`src/rtl/pixel_write_pkg.sv`:
```
// Shared definitions for the pixel write FIFO: entry layout, FSM states and
// the pixel_active to byte-enable mapping.
// Optional feature macro: PIXEL_WRITE_FIFO_Z_EN (adds Z storage and Z writes).
package pixel_write_pkg;

  localparam int ADDR_W    = 29;
  localparam int PAIR_W    = 64;

  // Entry field offsets, packed as {z_write, pixel_active, z, z_address, color, color_address}
  localparam int CADDR_LSB = 0;
  localparam int COLOR_LSB = CADDR_LSB + ADDR_W;
`ifdef PIXEL_WRITE_FIFO_Z_EN
  localparam int ZADDR_LSB  = COLOR_LSB + PAIR_W;
  localparam int Z_LSB      = ZADDR_LSB + ADDR_W;
  localparam int ACTIVE_LSB = Z_LSB + PAIR_W;
  localparam int ZWRITE_LSB = ACTIVE_LSB + 2;
  localparam int ENTRY_W    = ZWRITE_LSB + 1;
`else
  // Z fields are not stored at all when Z writes are compiled out
  localparam int ACTIVE_LSB = COLOR_LSB + PAIR_W;
  localparam int ENTRY_W    = ACTIVE_LSB + 2;
`endif

  typedef enum logic [1:0] {
    S_IDLE,
    S_FETCH,
    S_COLOR,
    S_Z
  } state_t;

  // Each pixel owns one 32-bit half of the 64-bit word
  function automatic logic [7:0] byteenable_from_active(input logic [1:0] pixel_active);
    return {{4{pixel_active[1]}}, {4{pixel_active[0]}}};
  endfunction

endpackage

```
`src/rtl/pixel_entry_fifo.sv`:
```
// Single-clock entry FIFO with scfifo-compatible behaviour: non-showahead
// (q valid one cycle after rdreq), asynchronous clear, and protected against
// writes while full and reads while empty. usedw wraps to 0 when full.
module pixel_entry_fifo #(
  parameter int WIDTH      = 95,
  parameter int DEPTH      = 32,
  parameter int DEPTH_LOG2 = 5
) (
  input  logic                  clock,
  input  logic                  reset_n,
  input  logic [WIDTH-1:0]      data,
  input  logic                  wrreq,
  input  logic                  rdreq,
  output logic [WIDTH-1:0]      q,
  output logic                  empty,
  output logic                  full,
  output logic [DEPTH_LOG2-1:0] usedw
);

  logic [WIDTH-1:0]      mem [DEPTH];
  logic [DEPTH_LOG2-1:0] wr_ptr;
  logic [DEPTH_LOG2-1:0] rd_ptr;
  logic [DEPTH_LOG2:0]   count;
  logic                  wr_en;
  logic                  rd_en;

  assign wr_en = wrreq && !full;
  assign rd_en = rdreq && !empty;
  assign empty = (count == '0);
  assign full  = (count == (DEPTH_LOG2 + 1)'(DEPTH));
  assign usedw = count[DEPTH_LOG2-1:0];

  // Pointer and occupancy bookkeeping
  always_ff @(posedge clock or negedge reset_n) begin
    if (!reset_n) begin
      wr_ptr <= '0;
      rd_ptr <= '0;
      count  <= '0;
    end else begin
      if (wr_en) wr_ptr <= wr_ptr + 1'b1;
      if (rd_en) rd_ptr <= rd_ptr + 1'b1;
      case ({wr_en, rd_en})
        2'b10:   count <= count + 1'b1;
        2'b01:   count <= count - 1'b1;
        default: count <= count;
      endcase
    end
  end

  // Storage array, no reset so it maps onto block RAM
  always_ff @(posedge clock) begin
    if (wr_en) mem[wr_ptr] <= data;
  end

  // Registered read port: one cycle of read latency
  always_ff @(posedge clock or negedge reset_n) begin
    if (!reset_n) q <= '0;
    else if (rd_en) q <= mem[rd_ptr];
  end

endmodule

```
`src/rtl/pixel_write_fifo.sv`:
```
// Buffers Z-surviving pixel pairs and drains them to SDRAM as 64-bit
// Avalon-MM writes with per-pixel byte enables.
// Optional feature macro: PIXEL_WRITE_FIFO_Z_EN (second write of the Z pair).
module pixel_write_fifo
  import pixel_write_pkg::*;
#(
  parameter int FIFO_DEPTH      = 32,
  parameter int FIFO_DEPTH_LOG2 = 5
) (
  input  logic                       clock,
  input  logic                       reset_n,
  input  logic                       enqueue,
  input  logic [28:0]                color_address,
  input  logic [63:0]                color,
  input  logic [28:0]                z_address,
  input  logic [63:0]                z,
  input  logic [1:0]                 pixel_active,
  input  logic                       z_write,
  output logic [FIFO_DEPTH_LOG2-1:0] size,
  output logic                       idle,
  output logic                       overflow,
  output logic [28:0]                write_address,
  output logic [63:0]                write_writedata,
  output logic [7:0]                 write_byteenable,
  output logic                       write_write,
  input  logic                       write_waitrequest
);

  logic [ENTRY_W-1:0] fifo_data;
  logic [ENTRY_W-1:0] fifo_q;
  logic               fifo_rdreq;
  logic               fifo_empty;
  logic               fifo_full;
  logic [1:0]         fetch_active;
  state_t             state;
  state_t             state_nxt;

  logic [28:0]        ent_color_address;
  logic [63:0]        ent_color;
  logic [7:0]         ent_byteenable;
`ifdef PIXEL_WRITE_FIFO_Z_EN
  logic [28:0]        ent_z_address;
  logic [63:0]        ent_z;
  logic               ent_z_write;

  assign fifo_data = {z_write, pixel_active, z, z_address, color, color_address};
`else
  logic               unused_z_inputs;

  assign unused_z_inputs = ^{z_write, z_address, z};
  assign fifo_data       = {pixel_active, color, color_address};
`endif

  assign fetch_active = fifo_q[ACTIVE_LSB +: 2];
  assign idle         = fifo_empty && (state == S_IDLE);

  pixel_entry_fifo #(
    .WIDTH      (ENTRY_W),
    .DEPTH      (FIFO_DEPTH),
    .DEPTH_LOG2 (FIFO_DEPTH_LOG2)
  ) u_fifo (
    .clock   (clock),
    .reset_n (reset_n),
    .data    (fifo_data),
    .wrreq   (enqueue),
    .rdreq   (fifo_rdreq),
    .q       (fifo_q),
    .empty   (fifo_empty),
    .full    (fifo_full),
    .usedw   (size)
  );

  // Sticky flag: an entry was offered while there was no room for it
  always_ff @(posedge clock or negedge reset_n) begin
    if (!reset_n) overflow <= 1'b0;
    else if (enqueue && fifo_full) overflow <= 1'b1;
  end

  // State register
  always_ff @(posedge clock or negedge reset_n) begin
    if (!reset_n) state <= S_IDLE;
    else state <= state_nxt;
  end

  // Next state and FIFO read; the last accept of an entry reads the next one directly
  always_comb begin
    state_nxt  = state;
    fifo_rdreq = 1'b0;
    case (state)
      S_IDLE: begin
        if (!fifo_empty) begin
          fifo_rdreq = 1'b1;
          state_nxt  = S_FETCH;
        end
      end
      S_FETCH: begin
        state_nxt = (fetch_active == 2'b00) ? S_IDLE : S_COLOR;
      end
      S_COLOR: begin
        if (!write_waitrequest) begin
`ifdef PIXEL_WRITE_FIFO_Z_EN
          if (ent_z_write) begin
            state_nxt = S_Z;
          end else if (!fifo_empty) begin
            fifo_rdreq = 1'b1;
            state_nxt  = S_FETCH;
          end else begin
            state_nxt = S_IDLE;
          end
`else
          if (!fifo_empty) begin
            fifo_rdreq = 1'b1;
            state_nxt  = S_FETCH;
          end else begin
            state_nxt = S_IDLE;
          end
`endif
        end
      end
`ifdef PIXEL_WRITE_FIFO_Z_EN
      S_Z: begin
        if (!write_waitrequest) begin
          if (!fifo_empty) begin
            fifo_rdreq = 1'b1;
            state_nxt  = S_FETCH;
          end else begin
            state_nxt = S_IDLE;
          end
        end
      end
`endif
      default: state_nxt = S_IDLE;
    endcase
  end

  // Capture the entry delivered by the FIFO read issued in the previous cycle
  always_ff @(posedge clock or negedge reset_n) begin
    if (!reset_n) begin
      ent_color_address <= '0;
      ent_color         <= '0;
      ent_byteenable    <= '0;
`ifdef PIXEL_WRITE_FIFO_Z_EN
      ent_z_address     <= '0;
      ent_z             <= '0;
      ent_z_write       <= 1'b0;
`endif
    end else if (state == S_FETCH) begin
      ent_color_address <= fifo_q[CADDR_LSB +: ADDR_W];
      ent_color         <= fifo_q[COLOR_LSB +: PAIR_W];
      ent_byteenable    <= byteenable_from_active(fetch_active);
`ifdef PIXEL_WRITE_FIFO_Z_EN
      ent_z_address     <= fifo_q[ZADDR_LSB +: ADDR_W];
      ent_z             <= fifo_q[Z_LSB +: PAIR_W];
      ent_z_write       <= fifo_q[ZWRITE_LSB];
`endif
    end
  end

  // Avalon master outputs come straight from the latched entry, so they stay stable under waitrequest
  always_comb begin
    write_write      = (state == S_COLOR) || (state == S_Z);
    write_address    = ent_color_address;
    write_writedata  = ent_color;
    write_byteenable = ent_byteenable;
`ifdef PIXEL_WRITE_FIFO_Z_EN
    if (state == S_Z) begin
      write_address   = ent_z_address;
      write_writedata = ent_z;
    end
`endif
  end

endmodule
```
`config.mk`:
```
export PLATFORM = sky130hd
export DESIGN_NAME = pixel_write_fifo
export DESIGN_NICKNAME = d
export VERILOG_FILES = /design/src/rtl/pixel_write_pkg.sv /design/src/rtl/pixel_entry_fifo.sv /design/src/rtl/pixel_write_fifo.sv
export SDC_FILE = /design/constraint.sdc
export NUM_CORES = 2
export LEC_CHECK = 0
export BUFFER_PORTS_ARGS = -buffer_cell sky130_fd_sc_hd__buf_2
export CAP_MARGIN = 20
export CORE_UTILIZATION = 48
export DETAILED_ROUTE_END_ITERATION = 7
export PLACE_DENSITY = 0.62
export SLEW_MARGIN = 20
export SYNTH_ARGS = -nofsm -noshare
export SYNTH_HDL_FRONTEND = slang
export SYNTH_HIERARCHICAL = 1
export SYNTH_SLANG_ARGS = --single-unit
```
`constraint.sdc`:
```
create_clock -name clock -period 7.41 [get_ports clock]
set_clock_uncertainty 0.2 [all_clocks]
set_input_delay 0.3705 -clock clock [delete_from_list [all_inputs] [get_ports clock]]
set_output_delay 0.3705 -clock clock [all_outputs]
set_load 0.05 [all_outputs]
```
==> metrics <==
outcome completed; Sw Pwr 0.01673 W; switch share 0.3111; internal reg-to-reg setup slack 3040 ps; Syn Nets 6318; global-route wire length before repair 442800 µm; Setup Viol. Count Final 0; initial antenna violation count 28; Core Region 0.2565 mm²; DIE AREA 0.2598 mm²; crit share post-route 0.5902; Die Y 509.7 µm; drt total wl 313000 µm; Post-Syn Area 0.1237 mm²; Final WS setup 3036 ps; ys flop type edfxtp_1; antenna-violating nets left 0; sequential cell area fraction in the yosys report 0.7802; Initial Util 0.4824; sum of negative setup slack 0 ps; CP Data Required Time 7980 ps; Gate Count Post-Synth 6114; CP max FO 55; Max IR drop VDD 0.3905 mV; Fin. Hold Viols 0; Final Util 0.5484; commonest non-fill, non-tap cell in the layout edfxtp_1; TritonRoute pass-1 iters 5; PostCTS Resize Cnt 0; Crit. path cell count 6; Post-synth EDFFs 3040; cell row count 186; Internal 0.03703 W; Final Critical Period 4374 ps; max frequency 228.6 MHz; total setup buffers inserted after CTS 0; crit path from u_fifo/rd_ptr[2]$_DFFE_PN0P_; most frequent cells in the layout 3040 x edfxtp_1, 922 x mux2i_1, 353 x clkbuf_16; Max Buffers Root-to-Sink 4; gr ovfl total 0; critical path's most frequent cell buf_4; Yosys reg bits 3249; worst path cell trace buf_4 -> and4_4 -> buf_4 -> a22oi_1 -> nand4_1 -> o41ai_1; synth-to-layout area growth 13.69%; leakage power 46.96 nW; IO Count 302; critical path class flip-flop to flip-flop; critical path startpoint category flip-flop; Distinct cells, synth 63; Vias 62460; Reg clk slew, reported paths 60 ps; DR DRC count 0; largest net degree at the start of global routing 136; gr usage total 0.2399; number of port buffers 207; kind of cell adding the most delay to the critical path buffers and inverters; Worst slew margin 0.1958; power per cell area 382.2 mW/mm²; post-synthesis async set-or-reset flop share 0.06433; Synthesis Warnings 6; Tot Pwr 0.05376 W; Hold Buf Count CTS 103; Arr. time, crit path 4940 ps; worst slew pin tran 1206 ps; number of H-tree levels 5; share of layout cells above drive strength 1 0.1914; routed len/inst 30.62 µm; Comb power frac 0.267; clock power share 0.309; register share of total power 0.424; RSZ-0062 raised after global routing false; total CTS buffers 347; CTS tree done; pre-CTS WS 3116 ps; hold crit path type input port to flip-flop; clk sink count 3249; Setup crit end u_fifo/q[0]$_DFFE_PN0P_; slowest cell on the critical path buf_4; FF-to-FF Start u_fifo/rd_ptr[2]$_DFFE_PN0P_; CP endpoint kind flip-flop; R2R Path End u_fifo/q[0]$_DFFE_PN0P_; CTS root buffer clkbuf_16; Syn Area/Cell 20.23 µm²; R2R cell count 6; Hold Path Depth 2; Max Cap Viol 0; Detailed Place HPWL 154900 µm; via/cell ratio 6.112; initial DRC count 5855; Buf/Inv on CP 2; nets 6767; vias in the first global route 62530; slowest stage delay, CP 930 ps; die span in x 509.7 µm; Clk Latency, worst-skew pair 970 ps; Max Slew Vio Count 0; RePlAce Congestion 0.7474
[registers in the layout, indices dropped and copies added (netlist names)]
signal / flops
u_fifo/rd_ptr: 5
u_fifo/mem: 3040
u_fifo/count: 6
overflow: 1
u_fifo/q: 95
state: 2
u_fifo/wr_ptr: 5
write_writedata: 64
write_address: 29
write_byteenable: 2
[layout make-up]
cell class	count	area (µm²)
Clock buffer	489	9624
Clock inverter	125	1220
Antenna cell	8	20.02
Sequential cell	3249	96530
Tap cell	3384	4234
Multi-Input combinational cell	2496	25450
Inverter	8	30.03
Fill cell	19480	115800
Timing Repair Buffer	461	3528
[synth_stat cells, types with 3 or more instances]
| cell type | instances | area, µm² |
|---|---|---|
| o21ai_0 | 6 | 30.03 |
| inv_1 | 8 | 30.03 |
| o41ai_2 | 19 | 309.1 |
| a22o_1 | 72 | 630.6 |
| ha_1 | 10 | 125.1 |
| nand2_1 | 232 | 870.8 |
| o31ai_1 | 39 | 292.8 |
| buf_12 | 4 | 80.08 |
| nor4b_2 | 3 | 45.04 |
| nand3b_1 | 8 | 60.06 |
| buf_1 | 9 | 33.78 |
| mux2_4 | 39 | 585.6 |
| a22oi_1 | 294 | 2207 |
| edfxtp_1 | 3040 | 91290 |
| o22ai_1 | 130 | 813.3 |
| dfrtp_1 | 209 | 5230 |
| buf_2 | 117 | 585.6 |
| nor4bb_1 | 4 | 40.04 |
| mux2_2 | 56 | 630.6 |
| mux4_2 | 299 | 6734 |
| nor2b_1 | 4 | 25.02 |
| mux2i_1 | 922 | 9229 |
| or2_2 | 4 | 25.02 |
| nand4_1 | 62 | 387.9 |
| nor4b_1 | 4 | 35.03 |
| nor3b_1 | 3 | 22.52 |
| buf_6 | 32 | 360.4 |
| buf_4 | 74 | 555.5 |
| o41ai_1 | 39 | 341.6 |
| nor4_1 | 36 | 225.2 |
| xnor2_1 | 9 | 78.83 |
| nor2_1 | 36 | 135.1 |
| o221ai_1 | 36 | 315.3 |
| a211oi_1 | 38 | 285.3 |
| nand3_1 | 62 | 310.3 |
| clkbuf_1 | 122 | 457.9 |
[power by group through the flow]
stage / Clock (W) / Combinational [W] / Sequential [W]
2_1_floorplan: 0 / 0.00965 / 0.0236
3_3_place_gp: 0 / 0.0142 / 0.0231
3_5_place_dp: 0 / 0.0144 / 0.0232
4_1_cts: 0.0169 / 0.0144 / 0.0228
5_1_grt: 0.0176 / 0.0151 / 0.0229
6_report: 0.0166 / 0.0143 / 0.0228
[metrics by stage]
stage	area, µm²	hold WS (ps)	cells
after global routing	140600	247.3	10220
after detailed placement	128700	230.6	9495
final	140600	246.4	10220
after global placement	128700	222.6	9495
after CTS	140600	182.0	10210
after floorplan	123700	-125.1	6114
[worst min-delay path by stage]
| stage | from | end | slack, ps |
|---|---|---|---|
| 3_5_place_dp | reset_n | write_address[13]$_DFFE_PN0N_ | 230 |
| 5_1_grt | color_address[19] | u_fifo/mem[19][19]$_DFFE_PP_ | 250 |
| 4_1_cts | color[9] | u_fifo/mem[17][38]$_DFFE_PP_ | 180 |
| 3_3_place_gp | reset_n | write_address[10]$_DFFE_PN0N_ | 220 |
| 6_report | color_address[22] | u_fifo/mem[18][22]$_DFFE_PP_ | 250 |
| 2_1_floorplan | reset_n | overflow$_DFFE_PN0P_ | -130 |
[layer usage]
metal,routed length (µm),GRT usage,vias to the layer above,part of all wire
met3,21510,0.04308,570,0.069
met1,129400,0.3286,33500,0.41
li1,-,-,26120,-
met4,9785,0.07582,26,0.031
met5,180,0,-,0.00058
met2,152100,0.3913,2243,0.49
[cells by family (layout without fill, tap and decap cells)]
logic type	Yosys count	after routing	share of synthesized area
buf+inv	369	1083	0.01730
compound gates	683	683	0.04285
flops	3249	3249	0.7802
simple gates	475	475	0.01886
fa+ha+maj	11	11	0.001173
mux	1316	1316	0.1389
xor+xnor	11	11	0.0007788
other cells	0	8	0
Note: power is estimated with default switching activity, not from simulation.
